==> src/rtl/mdio_pkg.sv <==
// Shared constants and state encoding for the Clause-22 MDIO master.
package mdio_pkg;

  localparam logic [1:0] ST       = 2'b01;
  localparam logic [1:0] OP_WRITE = 2'b01;
  localparam logic [1:0] OP_READ  = 2'b10;

  localparam int HDR_LEN  = 14;
  localparam int TA_LEN   = 2;
  localparam int DATA_LEN = 16;

  typedef enum logic [2:0] {IDLE, PRE, HDR, TA, DATA, END} state_t;

endpackage

==> src/rtl/mdio_clkgen.sv <==
// MDC generator: each bit is a low half then a high half, each div clocks long.
// fall_stb marks the clock whose edge begins a low half; rise_stb the last clock of a low half.
module mdio_clkgen #(
  parameter int DIV_W = 8
) (
  input  logic             clock,
  input  logic             reset,
  input  logic             en,
  input  logic [DIV_W-1:0] div,
  output logic             mdc,
  output logic             fall_stb,
  output logic             rise_stb
);

  logic [DIV_W-1:0] cnt_reg;
  logic             mdc_reg;
  logic             term;

  // div is never 0 here; the top clamps it when latching the command.
  assign term     = (cnt_reg == div - DIV_W'(1));
  assign fall_stb = en & mdc_reg & term;
  assign rise_stb = en & ~mdc_reg & term;
  assign mdc      = mdc_reg;

  always_ff @(posedge clock or negedge reset) begin
    if (!reset) begin
      cnt_reg <= '0;
      mdc_reg <= 1'b0;
    end else if (!en) begin
      cnt_reg <= '0;
      mdc_reg <= 1'b0;
    end else if (term) begin
      cnt_reg <= '0;
      mdc_reg <= ~mdc_reg;
    end else begin
      cnt_reg <= cnt_reg + DIV_W'(1);
    end
  end

endmodule

==> src/rtl/mdio_master.sv <==
// Clause-22 MDIO master: serialises read/write commands into MDC/MDIO frames
// and returns read data plus a no-PHY flag from the second turnaround bit.
module mdio_master
  import mdio_pkg::*;
#(
  parameter int DIV_W     = 8,
  parameter int PRE_LEN   = 32,
  parameter int IDLE_BITS = 1
) (
  input  logic             clock,
  input  logic             reset,
  input  logic             cmd_valid,
  output logic             cmd_ready,
  input  logic             cmd_write,
  input  logic [4:0]       cmd_phy,
  input  logic [4:0]       cmd_reg,
  input  logic [15:0]      cmd_wdata,
  input  logic [DIV_W-1:0] cfg_div,
  input  logic             cfg_no_pre,
  output logic             rsp_valid,
  output logic [15:0]      rsp_rdata,
  output logic             rsp_err,
  output logic             busy,
  output logic             mdc,
  output logic             mdo,
  output logic             mdoEn,
  input  logic             mdi
);

  state_t           state_reg, state_next;
  logic [5:0]       cnt_reg, cnt_next;
  logic [31:0]      tx_reg, tx_next;
  logic             write_reg, write_next;
  logic [DIV_W-1:0] div_reg, div_next;
  logic             mdo_reg, mdo_next;
  logic             mdo_en_reg, mdo_en_next;
  logic [15:0]      rx_reg, rsp_rdata_reg;
  logic             err_reg, rsp_err_reg, rsp_valid_reg;
  logic             accept, done, fall_stb, rise_stb;

  assign accept    = (state_reg == IDLE) && cmd_valid;
  assign cmd_ready = (state_reg == IDLE);
  assign busy      = (state_reg != IDLE);
  assign rsp_valid = rsp_valid_reg;
  assign rsp_rdata = rsp_rdata_reg;
  assign rsp_err   = rsp_err_reg;
  assign mdo       = mdo_reg;
  assign mdoEn     = mdo_en_reg;

  mdio_clkgen #(.DIV_W(DIV_W)) u_clkgen (
    .clock    (clock),
    .reset    (reset),
    .en       (busy),
    .div      (div_reg),
    .mdc      (mdc),
    .fall_stb (fall_stb),
    .rise_stb (rise_stb)
  );

  always_comb begin
    state_next  = state_reg;
    cnt_next    = cnt_reg;
    tx_next     = tx_reg;
    write_next  = write_reg;
    div_next    = div_reg;
    done        = 1'b0;
    mdo_next    = 1'b1;
    mdo_en_next = 1'b0;

    if (accept) begin
      write_next = cmd_write;
      div_next   = (cfg_div == '0) ? DIV_W'(1) : cfg_div;
      tx_next    = {ST, cmd_write ? OP_WRITE : OP_READ, cmd_phy, cmd_reg,
                    cmd_write ? 2'b10 : 2'b11, cmd_write ? cmd_wdata : 16'hFFFF};
      if (cfg_no_pre) begin
        state_next = HDR;
        cnt_next   = 6'(HDR_LEN);
      end else begin
        state_next = PRE;
        cnt_next   = 6'(PRE_LEN);
      end
    end else if (fall_stb) begin
      // The bit on the wire is always tx_reg[31] outside the preamble.
      if (state_reg != PRE) tx_next = {tx_reg[30:0], 1'b1};
      if (cnt_reg > 6'd1) begin
        cnt_next = cnt_reg - 6'd1;
      end else begin
        case (state_reg)
          PRE:  begin state_next = HDR;  cnt_next = 6'(HDR_LEN);  end
          HDR:  begin state_next = TA;   cnt_next = 6'(TA_LEN);   end
          TA:   begin state_next = DATA; cnt_next = 6'(DATA_LEN); end
          DATA: begin
            if (IDLE_BITS == 0) begin
              state_next = IDLE;
              done       = 1'b1;
            end else begin
              state_next = END;
              cnt_next   = 6'(IDLE_BITS);
            end
          end
          END:  begin state_next = IDLE; done = 1'b1; end
          default: state_next = IDLE;
        endcase
      end
    end

    case (state_next)
      PRE: mdo_en_next = 1'b1;
      HDR: begin
        mdo_next    = tx_next[31];
        mdo_en_next = 1'b1;
      end
      TA, DATA: begin
        mdo_next    = tx_next[31];
        mdo_en_next = write_next;
      end
      default: ;
    endcase
  end

  always_ff @(posedge clock or negedge reset) begin
    if (!reset) begin
      state_reg     <= IDLE;
      cnt_reg       <= '0;
      tx_reg        <= '0;
      write_reg     <= 1'b0;
      div_reg       <= DIV_W'(1);
      mdo_reg       <= 1'b1;
      mdo_en_reg    <= 1'b0;
      rx_reg        <= '0;
      err_reg       <= 1'b0;
      rsp_valid_reg <= 1'b0;
      rsp_rdata_reg <= '0;
      rsp_err_reg   <= 1'b0;
    end else begin
      state_reg     <= state_next;
      cnt_reg       <= cnt_next;
      tx_reg        <= tx_next;
      write_reg     <= write_next;
      div_reg       <= div_next;
      mdo_reg       <= mdo_next;
      mdo_en_reg    <= mdo_en_next;
      rsp_valid_reg <= done;
      if (accept) begin
        err_reg <= 1'b0;
      end else if (rise_stb) begin
        if (state_reg == TA && cnt_reg == 6'd1) err_reg <= mdi;
        if (state_reg == DATA) rx_reg <= {rx_reg[14:0], mdi};
      end
      if (done) begin
        rsp_err_reg <= !write_reg && err_reg;
        if (!write_reg) rsp_rdata_reg <= rx_reg;
      end
    end
  end

endmodule

==> config.mk <==
export PLATFORM = sky130hd
export DESIGN_NAME = mdio_master
export DESIGN_NICKNAME = d
export VERILOG_FILES = /design/src/rtl/mdio_pkg.sv /design/src/rtl/mdio_clkgen.sv /design/src/rtl/mdio_master.sv
export SDC_FILE = /design/constraint.sdc
export NUM_CORES = 1
export LEC_CHECK = 0
export CORE_ASPECT_RATIO = 1.4
export CORE_MARGIN = 4
export CORE_UTILIZATION = 45
export DETAILED_ROUTE_END_ITERATION = 12
export GPL_ROUTABILITY_DRIVEN = 1
export PLACE_DENSITY = 0.76
export SYNTH_ARGS = -nofsm -noshare
export SYNTH_HDL_FRONTEND = slang
export SYNTH_SLANG_ARGS = --single-unit
==> constraint.sdc <==
create_clock -name clock -period 3.7 [get_ports clock]
set_input_delay 0.74 -clock clock [delete_from_list [all_inputs] [get_ports clock]]
set_output_delay 0.74 -clock clock [all_outputs]
set_load 0.02 [all_outputs]
# Yosys cells after proc, flatten, opt, wreduce, memory -nomap -nowiden
# Index checks and enable logic that the tools add are counted.
# word_totals
reg_bits,96
# classes
add_sub_neg,3
n_lt_le_gt_ge,1
n_eq_ne,13
n_mux,31
n_bitwise,7
n_reduce_logical,20
# op_table
op,n
2-to-1 mux 32 bit,3
2-to-1 mux 6 bit,4
2-to-1 mux 8 bit,3
case mux 6 bit (4 select lines),1
2-to-1 mux 16 bit,1
"equality test 3 x 2 -> 1 bit, second input constant",4
2-to-1 mux 1 bit,12
case mux 3 bit (4 select lines),1
"equality test 3 bit, second input constant",3
2-to-1 mux 3 bit,3
"adder 8 x 1 -> 8 bit, second input constant",1
equality test 8 bit,1
zero test 8 bit,1
AND reduction 2 bit,4
nonzero test 2 bit,4
"subtractor 8 x 1 -> 8 bit, second input constant",1
"equality test 3 x 1 -> 1 bit, second input constant",2
"equality test 6 x 1 -> 1 bit, second input constant",1
"greater-than comparator 6 x 1 -> 1 bit, second input constant",1
nonzero test 6 bit,1
"subtractor 6 x 1 -> 6 bit, second input constant",1
AND 1 bit,4
2-to-1 mux 2 bit,2
OR reduction 2 bit,2
other kinds (10),14

# Longest topological paths before layout
# Gate-level depths: netlist of the first run.
# logic_depth
ltp_word,8
mapped_depth,11
ltp_nobuf,9

# By module
# Synthesis of the first run repeated with hierarchy kept, for this count alone.
# hier_totals
cells_unflattened,423
hier_area_um2,4655.7
# by_module_without_submodules
module,n_inst,cells_each,area_per_inst_um2,seq_area_each_um2
mdio_master,1,345,3925.0,2179.6
mdio_clkgen,1,78,730.7,225.2

# Worst setup path after synthesis of the first run
# Ideal clock, no wire load.
# synth_timing
path_kind,register to register
from,register div_reg[0]
to,register rsp_rdata_reg[10] (netlist: rsp_rdata[10])
setup_ns,0.125
arrival_ns,2.765
t_required_ns,3.575
path_slack_ns,0.810
stages_incl_launch_ff,11
n_path_buf,1
synth_period_minus_slack_ns,2.890
path_cell_list,dfstp_2 inv_1 ha_1 xnor2_1 a211oi_1 nand3_1 a311oi_4 nand3_2 nor4_4 buf_6 mux2_2
# synth_between
elab_chain_len,6
# synth_rtl
item,line_no,rtl
start: declaration,mdio_master.sv:34,"logic [DIV_W-1:0] div_reg, div_next;"
start signal: assignment,mdio_master.sv:140,div_reg <= div_next;
subtractor 8 x 1 -> 8 bit,mdio_clkgen.sv:20,assign term = (cnt_reg == div - DIV_W'(1));
equality test 8 bit,mdio_clkgen.sv:20,
AND 1 bit,mdio_clkgen.sv:21,assign fall_stb = en & mdc_reg & term;
2-to-1 mux 1 bit,mdio_master.sv:82,end else if (fall_stb) begin
2-to-1 mux 1 bit,mdio_master.sv:70,if (accept) begin
AND reduction 2 bit (no source line),n/a,
end signal: assignment,mdio_master.sv:152,if (!write_reg) rsp_rdata_reg <= rx_reg;
end: declaration,mdio_master.sv:37,"logic [15:0] rx_reg, rsp_rdata_reg;"
# No other way between the ends.
# A chain may end at the register's enable or synchronous reset.

# Worst setup path in the final report of the first run
# layout_timing
from,register div_reg[0]
to,register tx_reg[3]
# layout_between
elab_chain_len,5
# layout_rtl
item,line_no,rtl
subtractor 8 x 1 -> 8 bit,mdio_clkgen.sv:20,
equality test 8 bit,mdio_clkgen.sv:20,
AND 1 bit,mdio_clkgen.sv:21,
nonzero test 2 bit (no source line),n/a,
AND reduction 2 bit (no source line),n/a,
end signal: assignment,mdio_master.sv:138,tx_reg <= tx_next;
end: declaration,mdio_master.sv:32,"logic [31:0] tx_reg, tx_next;"
# No other way between the ends.

==> results of run 1 <==
[through the flow]
stage / cell area (um^2) / hold slack [ps] / total power (W)
finish: 5620 / 428 / 0.00218
CTS: 5620 / 443 / 0.00221
floorplan: 4620 / 444 / 0.00121
global placement: 5330 / 466 / 0.00130
global route: 5620 / 474 / 0.00228
detailed placement: 5330 / 478 / 0.00131
[worst max-delay path, cell delays in order, from the launching register on]
cell and delay [ps]:
dfstp_2 560, inv_1 60, ha_1 290, xnor2_1 130, a211oi_1 190, nand3_1 150, a311oi_4 410, and3_2 470
o22ai_2 380, a221o_1 420
[cell families after synthesis]
family | after synthesis | share of synthesized area [%]
muxes | 39 | 9.42
xor gates and xnor gates | 16 | 3.03
DFF | 96 | 52.0
AOI/OAI and AO/OA | 103 | 16.6
and+or+nand+nor | 110 | 12.6
adders and majority gates | 4 | 1.08
buffers and inverters | 50 | 5.30
[Yosys cell counts, types with 4 or more instances]
master	count
a21oi_1	25
a221o_1	15
a22oi_1	10
and3_1	4
buf_1	4
buf_2	4
clkbuf_1	9
dfrtp_1	94
ha_1	4
inv_1	27
mux2_2	35
nand2_1	37
nand3_1	10
nor2_1	22
nor2b_1	4
nor3_1	4
o21ai_0	11
o22ai_1	5
o2bb2ai_1	11
or4_1	4
xnor2_1	7
xor2_1	9
[worst max path at each step]
stage | start | to | slack, ps | cells after the start
2_1_floorplan | div_reg[0] | rsp_rdata[10] | 810 | 10
6_report | div_reg[0] | tx_reg[3] | 500 | 9
3_5_place_dp | div_reg[0] | tx_reg[3] | 510 | 9
5_1_grt | div_reg[0] | cnt_reg[5] | 240 | 9
3_3_place_gp | div_reg[0] | tx_reg[6] | 650 | 9
4_1_cts | div_reg[0] | tx_reg[3] | 500 | 9
[per-layer routing]
layer  GRT usage, %  share of wire, %  vias up
met5              0                 0        -
met4           6.72               1.6        0
met3           4.29               5.1       12
met2           30.3                52       85
met1           21.6                41     1698
li1               -                 -     1624
[power breakdown]
group          total, W  internal, W  switching, W
clock          0.000892     0.000497      0.000395
combinational  0.000178    0.0000915     0.0000868
sequential      0.00111      0.00108     0.0000336
[final cells by class]
cell class	instances	area share, %
clock inverter	5	0.668
sequential	96	42.8
inverter	27	1.80
timing repair buffer	70	12.1
clock buffer	11	4.50
multi-input combinational	272	35.1
tap	135	3.01
==> results.json, run 1 <==
{
  "worst-setup-path-type": "reg2reg",
  "dpl.hpwl_um": 7030,
  "leakage_nw": 2.58,
  "root_buffer": "clkbuf_16",
  "ys_seq_area_share_pct": 52.0,
  "path_max_fanout": 26,
  "fin_crit_sh_pct": 86.5,
  "yosys.area.top_type": "dfrtp_1",
  "first_pass_iters": 4,
  "power_density_mw_per_mm2": 388,
  "multi_input_area_mm2": 0.00197,
  "nFillCells": 843,
  "start_kind": "register",
  "fin_nets": 520,
  "r2r_setup_slack_ps": 500,
  "cts_max_path_buffers": 2,
  "setup_viol": 0,
  "grt_max_degree": 51,
  "clk_latency_ps": 340,
  "dieArea_mm2": 0.0120,
  "ys_types": 65,
  "rsz0062_at_grt": "no",
  "drtIter0Drc": 184,
  "cts_setup_buffers": 0,
  "slew_headroom_pct": 29.6,
  "fmax_ghz": 0.313,
  "r2r_end": "tx_reg[3]",
  "synth_area_per_cell_um2": 11.1,
  "start_util_pct": 46.5,
  "dp.cells": 600,
  "core_mm2": 0.00995,
  "layout_common_cells": "dfrtp_1 (94), clkdlybuf4s50_1 (61), nand2_1 (37)",
  "drive_gt1_share_pct": 15.6,
  "cap_violations": 0,
  "post_cts_resized": 0,
  "r2r_cells": 9,
  "die_w_um": 93.7,
  "htreeDepth": 3,
  "tns_ps": 0,
  "gp_congestion": 0.896,
  "required_ps": 3920,
  "reg2reg_from": "div_reg[0]",
  "vias": 3419,
  "syn_inst": 418,
  "rows": 43,
  "postRouteWirelength_um": 9840,
  "synth_edf_count": 0,
  "instances_no_fill": 616,
  "clock_skew_ps": 9.83,
  "synth_top_area_share_pct": 50.9,
  "layout_commonest_cell": "dfrtp_1",
  "largest_reg_flops": 32,
  "antenna_found_initial": 0,
  "hold_buffers": 0,
  "synth-async-reset-ratio_pct": 100,
  "final_util_pct": 56.4,
  "wl_per_cell_um": 16.0,
  "synth_ff_type": "dfrtp_1",
  "io_pins": 63,
  "synthTopCellsByArea": "dfrtp_1 (51%), mux2_2 (8.5%), a221o_1 (3.2%)",
  "drtAntennaViolNets": 0,
  "grt.total_usage_pct": 17.7,
  "place_ws_ps": 506,
  "grt_pass1_vias": 3663,
  "num_antenna_cells": 0,
  "grt_pass1_wl_um": 17000,
  "status": "finished clean",
  "peakVddDrop_mv": 0.243,
  "vias_per_cell": 5.55,
  "syn_nets": 462,
  "drcViolationCount": 0,
  "cts_buffers": 9,
  "overflow": 0,
  "die_y_um": 128,
  "min_period_ps": 3200,
  "io_buffer_count": 62,
  "synth_area_mm2": 0.00462,
  "fin_ws_ps": 501,
  "clk_pin_slew_ps": 70,
  "worst_pin_slew_ps": 1060,
  "cts_tree": "yes",
  "hold_class": "in2async",
  "area_delta_synth_final_pct": 21.5,
  "cts_num_sinks": 96,
  "arrival_ps": 3420,
  "ys_seq_elements": 96,
  "seq_area_mm2": 0.00240,
  "final_hold_viol_count": 0,
  "ys.warnings.count": 0,
  "maxSlewViolCount": 0,
  "critPathCaptureType": "register"
}
Note: power is estimated with default switching activity, not from simulation.
==> run 2: changes to the inputs <==
- DONT_BUFFER_PORTS: unset -> 1
- PLACE_DENSITY: 0.76 -> 0.68
==> results.json, run 2 (synthesized netlist as in run 1, its figures left out) <==
{
  "postRouteWirelength_um": 9320,
  "root_buffer": "clkbuf_16",
  "dieArea_mm2": 0.0120,
  "clk_latency_ps": 350,
  "cap_violations": 0,
  "core_mm2": 0.00995,
  "io_pins": 63,
  "internal_power_w": 0.00161,
  "grt_pass1_vias": 3271,
  "setup_viol": 0,
  "start_util_pct": 46.5,
  "combinationalPowerShare_pct": 5.2,
  "drtIter0Drc": 152,
  "rsz0062_at_grt": "no",
  "rows": 43,
  "dpl.hpwl_um": 6380,
  "cts_setup_buffers": 0,
  "die_w_um": 93.7,
  "seq_power_share_pct": 51.5,
  "status": "finished clean",
  "cts_num_sinks": 96,
  "leakage_nw": 2.34,
  "io_buffer_count": 0,
  "tns_ps": 0,
  "maxSlewViolCount": 0,
  "fin_nets": 457,
  "area_delta_synth_final_pct": 8.31,
  "vias_per_cell": 5.84,
  "worst_path_largest_cell_delay_ps": 570,
  "cp_slowest_cell": "dfstp_2",
  "worst-setup-path-type": "reg2reg",
  "hold_class": "in2async",
  "hold_buffers": 0,
  "critPathCaptureType": "register",
  "power_density_mw_per_mm2": 429,
  "fmax_ghz": 0.303,
  "layout_commonest_cell": "dfrtp_1",
  "drive_gt1_share_pct": 17.5,
  "slew_headroom_pct": 26.2,
  "grt.total_usage_pct": 16.4,
  "vias": 3232,
  "post_cts_resized": 0,
  "wl_per_cell_um": 16.9,
  "overflow": 0,
  "required_ps": 3930,
  "placed_area_mm2": 0.00470,
  "fin_area_mm2": 0.00501,
  "clkPwrFrac_pct": 43.3,
  "grt_pass1_wl_um": 15700,
  "htreeDepth": 3,
  "drcViolationCount": 0,
  "num_antenna_cells": 0,
  "swShare_pct": 25.0,
  "antenna_found_initial": 0,
  "clock_skew_ps": 10.0,
  "cts_max_path_buffers": 2,
  "gp_congestion": 0.854,
  "power_w": 0.00215,
  "layout_common_cells": "dfrtp_1 (94), nand2_1 (37), mux2_2 (35)",
  "cts_tree": "yes",
  "nFillCells": 907,
  "largest_reg_flops": 32,
  "peakVddDrop_mv": 0.310,
  "drtAntennaViolNets": 0,
  "min_period_ps": 3300,
  "first_pass_iters": 4,
  "cts_buffers": 9,
  "fin_crit_sh_pct": 89.1,
  "worst_pin_slew_ps": 1110,
  "cp_cell_sequence": "inv_1 -> ha_1 -> xnor2_1 -> a211oi_1 -> nand3_1 -> a311oi_4 -> and3_2 -> o22ai_2 -> a221o_1",
  "die_y_um": 128,
  "start_kind": "register",
  "path_max_fanout": 26,
  "clk_pin_slew_ps": 70,
  "grt_max_degree": 97,
  "arrival_ps": 3530,
  "p_sw_w": 0.000537,
  "final_hold_viol_count": 0
}
## run 2: cell count changes in the layout (fill, tap and decap cells not counted), sizes merged
| cell | change |
|---|---|
| clkdlybuf4s50 | -61 |
| clkinvlp | -1 |
| inv | +2 |
| clkinv | +1 |
| buf | -2 |
| clkbuf | -2 |
## run 2: layer usage
layer / part of all wire [%] / vias up / wire length, um / global-route usage, %
li1: - / 1510 / - / -
met5: 0 / - / 0 / 0
met2: 48 / 90 / 4450 / 26.0
met1: 44 / 1616 / 4120 / 20.8
met3: 5.6 / 16 / 522 / 5.23
met4: 2.5 / 0 / 234 / 6.63
## run 2: path summary, 6_finish.rpt
path                            startpoint    endpoint  slack [ps]  cells past startpoint
worst max-delay path            div_reg[0]   tx_reg[8]         400                      9
worst min-delay path                 reset  tx_reg[24]          90                      0
worst max register to register  div_reg[0]   tx_reg[8]         400                      9
worst min register to register  tx_reg[24]  tx_reg[24]         490                      1
max in group asynchronous            reset  div_reg[0]        3390                      0
min in group clock              tx_reg[24]  tx_reg[24]         490                      1
## run 2: through the flow
stage / setup WS, ps / hold slack (ps) / util [%] / std cells
after detailed placement: 448 / 450 / 47.2 / 537
after global routing: 229 / 65.7 / 50.3 / 553
final: 403 / 89.5 / 50.3 / 553
after global placement: 597 / 450 / 47.2 / 537
after floorplan: 810 / 444 / - / 418
after CTS: 435 / 70.5 / 50.3 / 553
## run 2: power by group through the flow
stage	sequential, W	clock, W	combinational (W)
finish	0.00111	0.000931	0.000112
global route	0.00111	0.000998	0.000132
CTS	0.00111	0.000958	0.000113
detailed placement	0.00113	0	0.000111
global placement	0.00113	0	0.000109
floorplan	0.00112	0	0.0000960
## run 2: area by class of cell
class	count	area [um^2]	area share, %
repair buffers	7	52.6	1.05
well taps	135	169	3.37
flip-flops and latches	96	2400	48.0
clock inverters	7	81.3	1.62
inverters	27	101	2.02
clock buffers	9	225	4.50
multi-input cells	272	1970	39.4
## run 2: critical path: cells and delay by family (launching register included)
family	cells	cell delay (ps)
buffers and inverters	1	60
DFF	1	570
xor gates and xnor gates	1	130
and+or+nand+nor	2	660
AOI/OAI and AO/OA	4	1440
adders and majority gates	1	300
==> run 3: changes to the inputs <==
- clock period: 3.7 -> 4.2 ns (I/O delays scaled with it)
==> results.json, run 3 (synthesized netlist as in run 1, its figures left out) <==
{
  "status": "finished clean",
  "r2r_setup_slack_ps": 910,
  "grt_max_degree": 97,
  "die_y_um": 128,
  "drive_gt1_share_pct": 16.5,
  "instances_no_fill": 548,
  "vias": 3161,
  "antenna_found_initial": 0,
  "seq_area_mm2": 0.00240,
  "slew_headroom_pct": 26.7,
  "gp_congestion": 0.903,
  "leakage_nw": 2.32,
  "critPathCaptureType": "register",
  "die_w_um": 93.7,
  "tns_ps": 0,
  "cap_violations": 0,
  "clk_pin_slew_ps": 70,
  "holdWs_ps": 195,
  "drcViolationCount": 0,
  "cts_setup_buffers": 0,
  "dieArea_mm2": 0.0120,
  "cp_num_buf_inv": 1,
  "postRouteWirelength_um": 9470,
  "power_w": 0.00190,
  "maxSlewViolCount": 0,
  "cts_tree": "yes",
  "crit_family": "compound AO/OA/AOI/OAI gates",
  "dp.cells": 533,
  "drtAntennaViolNets": 0,
  "io_pins": 63,
  "r2r_end": "tx_reg[14]",
  "num_antenna_cells": 0,
  "fin_nets": 453,
  "dpl.hpwl_um": 6530,
  "worst_pin_slew_ps": 1100,
  "start_util_pct": 46.5,
  "required_ps": 4420,
  "final_hold_viol_count": 0,
  "io_buffer_count": 0,
  "layout_common_cells": "dfrtp_1 (94), nand2_1 (37), mux2_2 (35)",
  "root_buffer": "clkbuf_16",
  "cp_cell_sequence": "inv_1 -> ha_1 -> xnor2_1 -> a211oi_1 -> nand3_1 -> a311oi_4 -> and3_2 -> o22ai_2 -> a221o_1",
  "reg2reg_from": "div_reg[0]",
  "hold_class": "in2async",
  "power_density_mw_per_mm2": 382,
  "clk_latency_ps": 340,
  "rows": 43,
  "largest_reg_flops": 32,
  "worst_path_largest_cell_delay_ps": 560,
  "first_pass_iters": 4,
  "r2r_cells": 9,
  "area_delta_synth_final_pct": 7.58,
  "arrival_ps": 3510,
  "htreeDepth": 3,
  "grt_pass1_vias": 3331,
  "hold_buffers": 0,
  "rsz0062_at_grt": "no",
  "min_period_ps": 3290,
  "multi_input_area_mm2": 0.00197,
  "fin_crit_sh_pct": 78.3,
  "post_cts_resized": 0,
  "grt.total_usage_pct": 17.0,
  "fmax_ghz": 0.304,
  "layout_commonest_cell": "dfrtp_1",
  "cp_slowest_cell": "dfstp_2",
  "grt_pass1_wl_um": 16200,
  "clock_skew_ps": 6.02,
  "worst-setup-path-type": "reg2reg",
  "peakVddDrop_mv": 0.218,
  "drtIter0Drc": 128,
  "cts_max_path_buffers": 2,
  "nFillCells": 892,
  "overflow": 0,
  "vias_per_cell": 5.77,
  "cts_num_sinks": 96,
  "core_mm2": 0.00995,
  "path_max_fanout": 26,
  "cts_buffers": 9,
  "start_kind": "register",
  "wl_per_cell_um": 17.3,
  "setup_viol": 0
}
==> run 3: changes by cell type in the layout (fill, tap and decap cells not counted) <==
| cell | change |
|---|---|
| clkinvlp_4 | +1 |
| clkbuf_8 | +1 |
| inv_8 | -2 |
| buf_4 | -4 |
| clkinv_8 | -2 |
| bufinv_16 | +1 |
==> run 3: worst reg2reg max path, cell delays in order, from the launching register on <==
cell and delay [ps]:
dfstp_2 560, inv_1 60, ha_1 310, xnor2_1 140, a211oi_1 180, nand3_1 150
a311oi_4 430, and3_2 510, o22ai_2 410, a221o_1 420
==> run 3: layer usage <==
layer	up-vias	part of all wire, %	track usage (%)
met5	-	0	0
met4	0	2.7	8.50
met3	19	6.0	4.70
met2	84	49	27.0
met1	1565	42	21.1
li1	1493	-	-
==> run 3: per-stage QoR <==
step           area [um^2]  worst slack, ps  util, %
2_1_floorplan         4620             1310        -
3_3_place_gp          4670             1060     46.9
3_5_place_dp          4670              965     46.9
4_1_cts               4970              936     50.0
5_1_grt               4970              611     50.0
6_report              4970              913     50.0
==> run 3: worst max-delay path by stage <==
stage	from	to	slack (ps)	cells after the start
final	div_reg[0]	tx_reg[14]	910	9
after global placement	div_reg[0]	rx_reg[10]	1060	9
after CTS	div_reg[0]	rx_reg[7]	940	9
after global routing	div_reg[0]	tx_reg[2]	610	9
after floorplan	div_reg[0]	rsp_rdata[10]	1310	10
after detailed placement	div_reg[0]	rx_reg[7]	970	9
==> run 3: final cells by class <==
type | instances | share of cell area (%)
Inverter | 27 | 2.04
Clock inverter | 5 | 1.28
Timing Repair Buffer | 3 | 0.453
Multi-Input combinational cell | 272 | 39.7
Tap cell | 135 | 3.40
Clock buffer | 10 | 4.80
Sequential cell | 96 | 48.3
==> run 3: where the power goes <==
| part | leakage [nW] | internal [W] | total [W] | switching, W |
|---|---|---|---|---|
| Sequential | 1.28 | 0.000947 | 0.000976 | 0.0000288 |
| Combinational | 0.896 | 0.0000486 | 0.0000978 | 0.0000492 |
| Clock | 0.146 | 0.000480 | 0.000829 | 0.000349 |
| Total | 2.32 | 0.00148 | 0.00190 | 0.000427 |
